File: config.mk
export PLATFORM = sky130hd
export DESIGN_NAME = uart_rx_core
export DESIGN_NICKNAME = d
export VERILOG_FILES = /design/src/rtl/uart_rx_core.sv
export SDC_FILE = /design/constraint.sdc
export NUM_CORES = 1
export LEC_CHECK = 0
export BUFFER_PORTS_ARGS = -buffer_cell sky130_fd_sc_hd__buf_4
export CAP_MARGIN = 0
export CELL_PAD_IN_SITES_DETAIL_PLACEMENT = 1
export CELL_PAD_IN_SITES_GLOBAL_PLACEMENT = 1
export CORE_MARGIN = 4
export CORE_UTILIZATION = 45
export DETAILED_ROUTE_END_ITERATION = 12
export PLACE_DENSITY_LB_ADDON = 0.1
export SYNTH_ARGS = -nofsm -noshare
export SYNTH_HDL_FRONTEND = slang
export SYNTH_SLANG_ARGS = --single-unit
File: constraint.sdc
create_clock -name clock -period 4.6 [get_ports clock]
set_input_delay 0.23 -clock clock [delete_from_list [all_inputs] [get_ports clock]]
set_output_delay 0.23 -clock clock [all_outputs]
set_load 0.1 [all_outputs]
File: src/rtl/uart_rx_core.sv
// uart_rx_core: oversampling UART receiver with programmable baud divisor.
//   clock, reset         : single rising-edge clock, synchronous active-high reset
//   rx_in                : asynchronous serial line, idle high
//   baud_div             : clocks per sample tick (0 behaves as 1)
//   parity_type          : 00/11 none, 01 odd, 10 even
//   stop_bits            : 0 = one stop bit, 1 = two stop bits
//   data_out, frame_err  : received word and {break, framing, parity} status
//   data_valid/ready     : holding-register handshake toward the consumer
//   event_err            : one-clock pulses {overrun, false start}
//   active_flag          : high while a frame is being received
module uart_rx_core #(
  parameter int DATA_WIDTH = 8,
  parameter int OVERSAMPLE = 16,
  parameter int DIV_WIDTH  = 16
) (
  input  logic                  clock,
  input  logic                  reset,
  input  logic                  rx_in,
  input  logic [DIV_WIDTH-1:0]  baud_div,
  input  logic [1:0]            parity_type,
  input  logic                  stop_bits,
  output logic [DATA_WIDTH-1:0] data_out,
  output logic                  data_valid,
  input  logic                  data_ready,
  output logic [2:0]            frame_err,
  output logic [1:0]            event_err,
  output logic                  active_flag
);
  localparam int SW  = $clog2(OVERSAMPLE);
  localparam int BW  = (DATA_WIDTH > 1) ? $clog2(DATA_WIDTH) : 1;
  localparam int MID = OVERSAMPLE / 2;

  typedef enum logic [2:0] {S_IDLE, S_START, S_DATA, S_PARITY, S_STOP, S_WAIT_HIGH} state_t;
  state_t state, state_n;

  logic                  rx_meta, rx_sync, rx_prev;
  logic [DIV_WIDTH-1:0]  div_q, div_eff, tick_cnt;
  logic [1:0]            ptype_q;
  logic                  stop2_q;
  logic [SW-1:0]         samp_cnt;
  logic                  s_a, s_b;
  logic [DATA_WIDTH-1:0] shreg;
  logic [BW-1:0]         bit_idx;
  logic                  stop_idx, perr_q, ferr_q, brk_q, par_bit_q;

  logic tick, in_frame, vote, bit_val, start_det, par_en, exp_par;
  logic false_start, done, stop_low, brk_hit, ferr_now, brk_now;

  assign div_eff   = (div_q == '0) ? DIV_WIDTH'(1) : div_q;
  assign tick      = (tick_cnt == div_eff - DIV_WIDTH'(1));
  assign in_frame  = (state == S_START) || (state == S_DATA) ||
                     (state == S_PARITY) || (state == S_STOP);
  // Third sample is the live synced line; the two earlier ones were captured.
  assign vote      = in_frame && tick && (samp_cnt == SW'(MID + 1));
  assign bit_val   = (s_a & s_b) | (s_a & rx_sync) | (s_b & rx_sync);
  assign start_det = (state == S_IDLE) && rx_prev && !rx_sync;
  assign par_en    = (ptype_q == 2'b01) || (ptype_q == 2'b10);
  assign exp_par   = (ptype_q == 2'b10) ? ^shreg : ~^shreg;
  assign active_flag = in_frame;

  always_ff @(posedge clock) begin
    if (reset) state <= S_IDLE;
    else       state <= state_n;
  end

  always_comb begin
    state_n     = state;
    false_start = 1'b0;
    done        = 1'b0;
    stop_low    = (state == S_STOP) && vote && !bit_val;
    // Break is judged at the first stop bit against the assembled word.
    brk_hit     = stop_low && !stop_idx && (shreg == '0) && !par_bit_q;
    ferr_now    = ferr_q | stop_low;
    brk_now     = brk_q | brk_hit;
    case (state)
      S_IDLE:   if (start_det) state_n = S_START;
      S_START:  if (vote) begin
                  if (bit_val) begin
                    false_start = 1'b1;
                    state_n     = S_IDLE;
                  end else state_n = S_DATA;
                end
      S_DATA:   if (vote && bit_idx == BW'(DATA_WIDTH - 1))
                  state_n = par_en ? S_PARITY : S_STOP;
      S_PARITY: if (vote) state_n = S_STOP;
      S_STOP:   if (vote && (stop_idx || !stop2_q)) begin
                  done    = 1'b1;
                  state_n = ferr_now ? S_WAIT_HIGH : S_IDLE;
                end
      S_WAIT_HIGH: if (rx_sync) state_n = S_IDLE;
      default:  state_n = S_IDLE;
    endcase
  end

  always_ff @(posedge clock) begin
    if (reset) begin
      rx_meta    <= 1'b1;
      rx_sync    <= 1'b1;
      rx_prev    <= 1'b1;
      div_q      <= '0;
      ptype_q    <= '0;
      stop2_q    <= 1'b0;
      tick_cnt   <= '0;
      samp_cnt   <= '0;
      s_a        <= 1'b0;
      s_b        <= 1'b0;
      shreg      <= '0;
      bit_idx    <= '0;
      stop_idx   <= 1'b0;
      perr_q     <= 1'b0;
      ferr_q     <= 1'b0;
      brk_q      <= 1'b0;
      par_bit_q  <= 1'b0;
      data_out   <= '0;
      data_valid <= 1'b0;
      frame_err  <= '0;
      event_err  <= '0;
    end else begin
      rx_meta   <= rx_in;
      rx_sync   <= rx_meta;
      rx_prev   <= rx_sync;
      event_err <= {1'b0, false_start};

      if (start_det) begin
        // Frame config is frozen here; sample timing restarts from the edge.
        div_q     <= baud_div;
        ptype_q   <= parity_type;
        stop2_q   <= stop_bits;
        tick_cnt  <= '0;
        samp_cnt  <= '0;
        bit_idx   <= '0;
        stop_idx  <= 1'b0;
        perr_q    <= 1'b0;
        ferr_q    <= 1'b0;
        brk_q     <= 1'b0;
        par_bit_q <= 1'b0;
      end else begin
        tick_cnt <= tick ? '0 : tick_cnt + DIV_WIDTH'(1);
        if (tick && in_frame) begin
          samp_cnt <= (samp_cnt == SW'(OVERSAMPLE - 1)) ? '0 : samp_cnt + SW'(1);
          if (samp_cnt == SW'(MID - 1)) s_a <= rx_sync;
          if (samp_cnt == SW'(MID))     s_b <= rx_sync;
        end
        if (vote) begin
          case (state)
            S_DATA: begin
              shreg   <= {bit_val, shreg[DATA_WIDTH-1:1]};
              bit_idx <= bit_idx + BW'(1);
            end
            S_PARITY: begin
              par_bit_q <= bit_val;
              perr_q    <= (bit_val != exp_par);
            end
            S_STOP: begin
              stop_idx <= 1'b1;
              if (stop_low) ferr_q <= 1'b1;
              if (brk_hit)  brk_q  <= 1'b1;
            end
            default: ;
          endcase
        end
      end

      // A drain in the completion cycle frees the register for the new word.
      if (done) begin
        if (!data_valid || data_ready) begin
          data_out   <= shreg;
          frame_err  <= {brk_now, ferr_now, perr_q};
          data_valid <= 1'b1;
        end else begin
          event_err[1] <= 1'b1;
        end
      end else if (data_valid && data_ready) begin
        data_valid <= 1'b0;
      end
    end
  end
endmodule
==> flow_metrics.env, run 1 <==
export IMPL_status="finished, final reports clean"
export IMPL_clock_power_share=0.412
export IMPL_via_count=3413
export IMPL_place_area_um2=4370
export IMPL_seq_area_um2=1540
export IMPL_fin_crit_sh=0.829
export IMPL_viasPerCell=5.57
export IMPL_yosysSeqAreaShare=0.380
export IMPL_nNetsFinal=535
export IMPL_drc=0
export IMPL_initial_utilization=0.462
export IMPL_dpl_hpwl_um=7660
export IMPL_vdd_drop_max_mv=0.193
export IMPL_synthesis_nets=504
export IMPL_antenna_cells=0
export IMPL_grt_max_degree=47
export IMPL_wl_um=10300
export IMPL_synth_edf_count=0
export IMPL_synthDistinctLibCells=64
export IMPL_fp_coreArea_um2=8760
export IMPL_cp_required_ns=4.90
export IMPL_grt_pass1_vias=3446
export IMPL_slew_headroom=0.606
export IMPL_cp_end_kind="register"
export IMPL_drv_cap=0
export IMPL_ys_ff_latch=77
export IMPL_die_area_um2=10600
export IMPL_crit_arrival_ns=4.11
export IMPL_switchingPower_mw=0.409
export IMPL_hold_class="in -> reg"
export IMPL_ys_dominant_reg_cell="dfxtp_1"
export IMPL_yosys_warnings=0
export IMPL_ios=38
export IMPL_criticalPathCategory="reg -> reg"
export IMPL_clk_pin_slew_ns=0.08
export IMPL_synth_avg_cell_area_um2=8.64
export IMPL_numCtsBuffers=9
export IMPL_clk_insertion_delay_late_ns=0.36
export IMPL_antenna_found_initial=0
export IMPL_cts_tree="built"
export IMPL_grt_remaining_overflow=0
export IMPL_p_leak_nw=1.85
export IMPL_cts_max_path_buffers=2
export IMPL_syn2layout_area_growth_pct=14.0
export IMPL_drive_above_1_share=0.156
export IMPL_finalHoldViolCount=0
export IMPL_htree_levels=3
export IMPL_place_congestion=0.909
export IMPL_grt_util_all_layers=0.206
export IMPL_grt_pass1_wl_um=16800
export IMPL_drt_first_iter_violations=102
export IMPL_powerDensity_nw_per_um2=333
export IMPL_finalMaxSlewViolations=0
export IMPL_post_cts_buffers=0
export IMPL_cts_resized=0
export IMPL_cts_root_buf="clkbuf_8"
export IMPL_p_sw_frac=0.266
export IMPL_p_int_mw=1.13
export IMPL_postRouteAntennaNets=0
export IMPL_tightestPinTransition_ns=0.587
export IMPL_cts_sinks=77
export IMPL_crit_path_max_fanout=8
export IMPL_die_x_um=103
export IMPL_seq_power_share=0.452
export IMPL_comb_power_share=0.136
export IMPL_cts_hold_buf=0
export IMPL_critPathLaunchType="register"
export IMPL_port_buffers=37
export IMPL_wl_per_cell_um=16.7
export IMPL_multi_input_area_um2=2310
export IMPL_syn_inst=469
export IMPL_syn_area_um2=4050
export IMPL_die_y_um=103
export IMPL_skew_ns=0.0101
export IMPL_tns_ns=0
export IMPL_stdcell_area_um2=4620
export IMPL_rsz0062_at_grt="false"
export IMPL_setup_viol=0
export IMPL_max_freq_mhz=262
export IMPL_row_count=34
export IMPL_dr_pass1_iters=4
export IMPL_fillerInstances=1039
export IMPL_synthArstFlopShare=0
export IMPL_fin_crit_ns=3.81
## cell usage after synthesis, types with 3 or more instances
master | instances | share of area
nor2_1 | 47 | 0.044
nand2b_1 | 5 | 0.0077
and2_1 | 3 | 0.0046
mux2i_1 | 24 | 0.059
clkbuf_1 | 12 | 0.011
or2_2 | 6 | 0.0093
xnor2_1 | 23 | 0.050
nor4_4 | 3 | 0.016
a21oi_1 | 35 | 0.043
nand3_1 | 13 | 0.016
nand2_1 | 59 | 0.055
ha_1 | 12 | 0.037
xor2_1 | 15 | 0.032
dfxtp_1 | 77 | 0.38
nor3_1 | 6 | 0.0074
nor2b_1 | 6 | 0.0093
or3_1 | 7 | 0.011
and3_1 | 6 | 0.0093
nor4_2 | 3 | 0.0093
o21ai_0 | 11 | 0.014
inv_1 | 20 | 0.019
nand4_1 | 7 | 0.011
buf_6 | 5 | 0.014
nor4_1 | 3 | 0.0046
a31oi_1 | 5 | 0.0077
nand3b_1 | 5 | 0.0093
a21o_1 | 4 | 0.0074
## layout make-up
class                      instances  area share
multi-input combinational        351       0.501
sequential                        77       0.334
timing repair buffer              41      0.0666
tap                              108      0.0293
clock buffer                       9      0.0268
clock inverter                     7      0.0265
inverter                          20      0.0163
## worst max-delay path, stage by stage (launching register included)
cell       delay, ns
dfxtp_1         0.39
nor4_4          0.49
nand3_2         0.17
inv_1           0.09
a21oi_1         0.08
ha_1            0.34
xor2_1          0.15
o2111ai_1       0.14
nor4_2          0.29
nand4_1         0.18
nor3_1          0.44
nand3_1         0.30
nor3_1          0.44
o221a_1         0.24
## state kept, by name, summed over array words and instances, names as in the netlist, 2 cells and up
signal / cells
samp_cnt: 4
ptype_q: 2
bit_idx: 3
event_err: 2
data_out: 8
tick_cnt: 16
frame_err: 3
div_q: 16
state: 3
shreg: 8
## routing by layer
metal | routed length, um | up-vias | global-route usage
li1 | - | 1683 | -
met1 | 4420 | 1666 | 0.243
met2 | 5320 | 53 | 0.367
met3 | 327 | 11 | 0.0447
met4 | 184 | 0 | 0.0727
met5 | 0 | - | 0
## per-stage QoR
step           power (mW)  hold slack [ns]  std cells  setup WS [ns]  utilization
6_report             1.54           0.0565        613          0.788        0.527
5_1_grt              1.61           0.0418        613          0.428        0.527
4_1_cts              1.56           0.0418        613          0.799        0.527
3_5_place_dp        0.919            0.402        597          0.897        0.499
3_3_place_gp        0.914            0.391        597          0.979        0.499
2_1_floorplan       0.863            0.334        469           1.25            -
## worst paths after layout
check | startpoint | endpoint | slack (ns) | depth (start not counted)
max | div_q[9] | state[2] | 0.79 | 13
min | rx_in | rx_meta | 0.06 | 2
max reg2reg | div_q[9] | state[2] | 0.79 | 13
min reg2reg | rx_meta | rx_sync | 0.42 | 1
## cell families (layout without fill, tap and decap cells)
logic type | Yosys count | count (layout) | synth area share
buffers and inverters | 41 | 77 | 0.0488
AOI/OAI and AO/OA | 78 | 78 | 0.120
xor gates and xnor gates | 38 | 38 | 0.0821
and+or+nand+nor | 198 | 198 | 0.270
adders and majority gates | 12 | 12 | 0.0370
muxes | 25 | 25 | 0.0621
DFF | 77 | 77 | 0.380
## power groups by stage
| stage | Combinational, mW | Sequential (mW) | Clock [mW] |
|---|---|---|---|
| global route | 0.228 | 0.697 | 0.686 |
| CTS | 0.210 | 0.694 | 0.651 |
| floorplan | 0.161 | 0.702 | 0 |
| global placement | 0.205 | 0.709 | 0 |
| detailed placement | 0.209 | 0.710 | 0 |
| finish | 0.209 | 0.694 | 0.634 |
## cell usage in the layout (no fill, tap or decap), types with 7 or more instances in the layout
cell type,n
clkbuf_8,9
inv_1,20
a21oi_1,35
buf_4,41
ha_1,12
nand2_1,59
nor2_1,47
dfxtp_1,77
mux2i_1,24
nand4_1,7
nand3_1,13
o21ai_0,11
or3_1,7
xor2_1,15
xnor2_1,23
(Power assumes the default switching activity.)
==> run 2, diff against run 1 <==
Clock period 4.6 ns to 3.6 ns, I/O delays scaled along.
==> flow_metrics.env, run 2 (synthesized netlist as in run 1, its figures left out) <==
export IMPL_r2r_cells=16
export IMPL_port_buffers=37
export IMPL_grt_util_all_layers=0.214
export IMPL_antenna_found_initial=0
export IMPL_cts_sinks=77
export IMPL_fp_coreArea_um2=8760
export IMPL_cts_max_path_buffers=2
export IMPL_grt_remaining_overflow=0
export IMPL_drive_above_1_share=0.214
export IMPL_grt_pass1_wl_um=17800
export IMPL_htree_levels=3
export IMPL_worstReg2RegEnd="data_out[6]"
export IMPL_drt_first_iter_violations=67
export IMPL_min_from="baud_div[12]"
export IMPL_postRouteAntennaNets=0
export IMPL_biggestRegsByFlops="div_q (16), tick_cnt (16)"
export IMPL_fillerInstances=1041
export IMPL_p_total_mw=1.84
export IMPL_multi_input_area_um2=2360
export IMPL_finalMaxSlewViolations=0
export IMPL_place_congestion=0.890
export IMPL_setup_viol=0
export IMPL_final_cell_mix="dfxtp_1, nand2_1, buf_4"
export IMPL_startpoint="div_q[15]"
export IMPL_wl_um=10800
export IMPL_row_count=34
export IMPL_finalHoldViolCount=0
export IMPL_dpl_hpwl_um=7840
export IMPL_max_freq_mhz=294
export IMPL_vdd_drop_max_mv=0.170
export IMPL_via_count=3559
export IMPL_tightestPinTransition_ns=0.507
export IMPL_fin_crit_ns=3.40
export IMPL_nNetsFinal=557
export IMPL_layout_commonest_cell="dfxtp_1"
export IMPL_grt_max_degree=47
export IMPL_die_x_um=103
export IMPL_r2r_setup_slack_ns=0.20
export IMPL_status="finished, final reports clean"
export IMPL_dp_slack_ns=-0.0197
export IMPL_skew_ns=0.0102
export IMPL_cts_tree="built"
export IMPL_cp_end_kind="register"
export IMPL_hold_class="in -> reg"
export IMPL_r2r_start="div_q[15]"
export IMPL_crit_path_max_fanout=7
export IMPL_slew_headroom=0.661
export IMPL_worst_slack_ns=0.204
export IMPL_powerDensity_nw_per_um2=380
export IMPL_crit_arrival_ns=3.64
export IMPL_clk_insertion_delay_late_ns=0.37
export IMPL_die_y_um=103
export IMPL_dr_pass1_iters=4
export IMPL_ios=38
export IMPL_crit_end="data_out[6]"
export IMPL_cts_root_buf="clkbuf_8"
export IMPL_clk_pin_slew_ns=0.09
export IMPL_die_area_um2=10600
export IMPL_seq_area_um2=1560
export IMPL_criticalPathCategory="reg -> reg"
export IMPL_initial_utilization=0.462
export IMPL_syn2layout_area_growth_pct=19.2
export IMPL_wl_per_cell_um=17.0
export IMPL_grt_pass1_vias=3639
export IMPL_viasPerCell=5.60
export IMPL_critPathLaunchType="register"
export IMPL_cp_required_ns=3.84
export IMPL_antenna_cells=0
export IMPL_drv_cap=0
export IMPL_numCtsBuffers=9
export IMPL_fin_crit_sh=0.943
export IMPL_p_leak_nw=1.96
export IMPL_drc=0
-- run 2: cell types whose count changed in the layout (fill, tap and decap cells not counted), sizes merged --
| cell | before | now |
|---|---|---|
| bufinv | 3 | 0 |
| clkbuf | 9 | 10 |
| inv | 21 | 24 |
| clkinvlp | 2 | 1 |
| dlygate4sd3 | 0 | 1 |
| clkinv | 1 | 2 |
| buf | 41 | 61 |
-- run 2: metal layers --
layer | part of all wire | vias up | track usage
met5 | 0 | - | 0
met4 | 0.018 | 0 | 0.0667
met3 | 0.025 | 15 | 0.0304
met2 | 0.54 | 55 | 0.406
met1 | 0.42 | 1758 | 0.246
li1 | - | 1731 | -
-- run 2: how the worst min path moves through the flow --
stage,end,slack (ns),cells after the start
finish,div_q[12],0.05,3
CTS,div_q[1],0.04,3
floorplan,rx_meta,0.28,1
global route,div_q[1],0.04,3
detailed placement,rx_meta,0.37,2
global placement,rx_meta,0.37,2
-- run 2: power breakdown --
part / total (mW) / internal, mW / leakage, nW / switching (mW)
Combinational: 0.307 / 0.134 / 1.24 / 0.173
Sequential: 0.882 / 0.863 / 0.626 / 0.0187
Clock: 0.648 / 0.267 / 0.0943 / 0.381
Total: 1.84 / 1.26 / 1.96 / 0.572
-- run 2: critical path: stages (launching register included) --
cell	delay, ns
dfxtp_4	0.37
nor4_2	0.05
buf_4	0.13
nand3_2	0.09
inv_2	0.03
a21oi_1	0.14
ha_2	0.22
nor3b_4	0.35
nand4_1	0.17
xnor2_1	0.26
nand4_1	0.21
or3_4	0.47
nor4_4	0.21
buf_4	0.18
buf_12	0.13
mux2i_2	0.19
nor2_1	0.06
-- run 2: repair_timing --
item / 4_1_cts / 5_1_grt
buffers inserted: 0 / 5
hold endpoints to repair: 1 / 0
setup endpoints to repair: 5 / 54
gates resized for setup: 1 / 17
gates cloned: 0 / 1
hold buffers: 1 / 0
pin swaps: 0 / 10
-- run 2: through the flow --
step	instances	utilization	hold slack (ns)	cell area, um^2	setup TNS (ns)
after floorplan	469	-	0.284	4050	0
after global placement	612	0.515	0.366	4510	0
after detailed placement	612	0.515	0.368	4510	-0.0417
after CTS	629	0.538	0.0413	4710	0
after global routing	635	0.551	0.0433	4830	-0.0122
final	635	0.551	0.0474	4830	0
-- run 2: final cells by class --
type,instances,share of cell area
clock buffer,9,0.0256
tap,108,0.0280
timing repair buffer,63,0.107
multi-input combinational,351,0.488
clock inverter,7,0.0135
sequential,77,0.322
inverter,20,0.0155
==> run 3, diff against run 2 <==
Settings changed: GPL_TIMING_DRIVEN from default to 0.
==> flow_metrics.env, run 3 (synthesized netlist as in run 1, its figures left out) <==
export IMPL_whs_path_depth=3
export IMPL_die_area_um2=10600
export IMPL_drv_cap=0
export IMPL_skew_ns=0.0157
export IMPL_wl_per_cell_um=17.0
export IMPL_p_total_mw=1.92
export IMPL_grt_pass1_vias=3653
export IMPL_switchingPower_mw=0.579
export IMPL_cts_tree="built"
export IMPL_postRouteAntennaNets=0
export IMPL_highest_layer="met4"
export IMPL_viasPerCell=5.58
export IMPL_clock_power_share=0.374
export IMPL_port_buffers=36
export IMPL_antenna_cells=0
export IMPL_nNetsFinal=556
export IMPL_seq_power_share=0.463
export IMPL_status="finished, final reports clean"
export IMPL_dr_pass1_iters=4
export IMPL_critPathLaunchType="register"
export IMPL_met1Wirelength_um=4720
export IMPL_fin_crit_sh=0.929
export IMPL_wl_met3_um=288
export IMPL_p_sw_frac=0.302
export IMPL_grt_max_degree=17
export IMPL_fin_crit_ns=3.35
export IMPL_p_int_mw=1.34
export IMPL_hold_class="in -> reg"
export IMPL_criticalPathCategory="reg -> reg"
export IMPL_p_leak_nw=1.92
export IMPL_rsz0062_at_grt="false"
export IMPL_cp_required_ns=3.86
export IMPL_cts_sinks=77
export IMPL_tns_ns=0
export IMPL_crit_arrival_ns=3.60
export IMPL_drt_first_iter_violations=104
export IMPL_antenna_found_initial=0
export IMPL_crit_path_max_fanout=10
export IMPL_fp_coreArea_um2=8760
export IMPL_finalMaxSlewViolations=0
export IMPL_cts_root_buf="clkbuf_8"
export IMPL_clk_insertion_delay_late_ns=0.37
export IMPL_syn2layout_area_growth_pct=18.8
export IMPL_grt_pass1_wl_um=17700
export IMPL_htree_levels=3
export IMPL_setup_viol=0
export IMPL_row_count=34
export IMPL_dr_wl_met2_um=5560
export IMPL_dpl_hpwl_um=7730
export IMPL_place_congestion=0.870
export IMPL_via_count=3537
export IMPL_worst_slack_ns=0.254
export IMPL_drive_above_1_share=0.192
export IMPL_max_freq_mhz=299
export IMPL_finalHoldViolCount=0
export IMPL_die_x_um=103
export IMPL_tightestPinTransition_ns=0.662
export IMPL_wl_um=10800
export IMPL_worst_hold_slack_ns=0.0551
export IMPL_ios=38
export IMPL_grt_remaining_overflow=0
export IMPL_initial_utilization=0.462
export IMPL_clk_pin_slew_ns=0.10
export IMPL_numCtsBuffers=9
export IMPL_drc=0
export IMPL_layout_commonest_cell="dfxtp_1"
export IMPL_fillerInstances=1056
export IMPL_fin_util=0.549
export IMPL_final_cell_mix="dfxtp_1, nand2_1, nor2_1"
export IMPL_r2r_cells=14
export IMPL_comb_power_share=0.162
export IMPL_vdd_drop_max_mv=0.250
export IMPL_cp_end_kind="register"
export IMPL_dp_slack_ns=-0.373
export IMPL_powerDensity_nw_per_um2=398
export IMPL_cts_max_path_buffers=2
export IMPL_biggestRegsByFlops="div_q (16), tick_cnt (16)"
export IMPL_slew_headroom=0.555
export IMPL_grt_util_all_layers=0.213
export IMPL_die_y_um=103
==> run 3: cell types whose count changed in the layout (fill, tap and decap cells not counted), sizes merged <==
cell	delta
clkinvlp	-1
bufinv	+1
clkbuf	+10
buf	-11
==> run 3: through the flow <==
step	std cells	area [um^2]
3_5_place_dp	613	4460
4_1_cts	636	4790
3_3_place_gp	613	4460
2_1_floorplan	469	4050
6_report	634	4810
5_1_grt	634	4810
==> run 3: timing repair <==
item,4_1_cts,5_1_grt
gates cloned,1,0
setup buffers,5,1
gates resized for setup,12,11
hold endpoints to repair,1,0
setup endpoints to repair,52,46
hold buffers,1,0
pin swaps,6,12
==> run 3: power groups by stage <==
stage                     clock network (mW)  registers [mW]  logic, mW
after global placement                     0           0.903      0.270
final                                  0.718           0.889      0.311
after floorplan                            0           0.898      0.206
after detailed placement                   0           0.903      0.277
after global routing                   0.775           0.891      0.341
after CTS                              0.738           0.884      0.309
==> run 3: worst paths after layout <==
kind                                   from  endpoint  slack, ns
worst max-delay path               div_q[4]  shreg[7]       0.25
worst min-delay path            baud_div[6]  div_q[6]       0.06
worst max register to register     div_q[4]  shreg[7]       0.25
worst min register to register      rx_meta   rx_sync       0.42
==> run 3: layer usage <==
layer,vias up,GRT usage
met4,0,0.0807
li1,1729,-
met3,19,0.0399
met2,49,0.378
met1,1740,0.252
met5,-,0
==> run 3: final cells by class <==
class	count	area (um^2)	share of cell area
multi-input cells	351	2410	0.501
flip-flops and latches	77	1550	0.321
repair buffers	44	333	0.0691
well taps	108	135	0.0281
clock buffers	9	124	0.0257
plain buffers	18	98.8	0.0205
clock inverters	7	90.1	0.0187
inverters	20	75.1	0.0156
==> run 3: critical path, stage by stage, from the launching register on <==
cell and delay (ns):
dfxtp_2 0.40, nor4_4 0.35, nand3_2 0.16, inv_2 0.07
a21oi_1 0.06, ha_1 0.21, nor3b_4 0.18, and2_1 0.18
a211o_1 0.29, a31oi_1 0.44, nor3_4 0.13, nand4_1 0.19
buf_4 0.25, mux2i_1 0.27, nor2_1 0.06
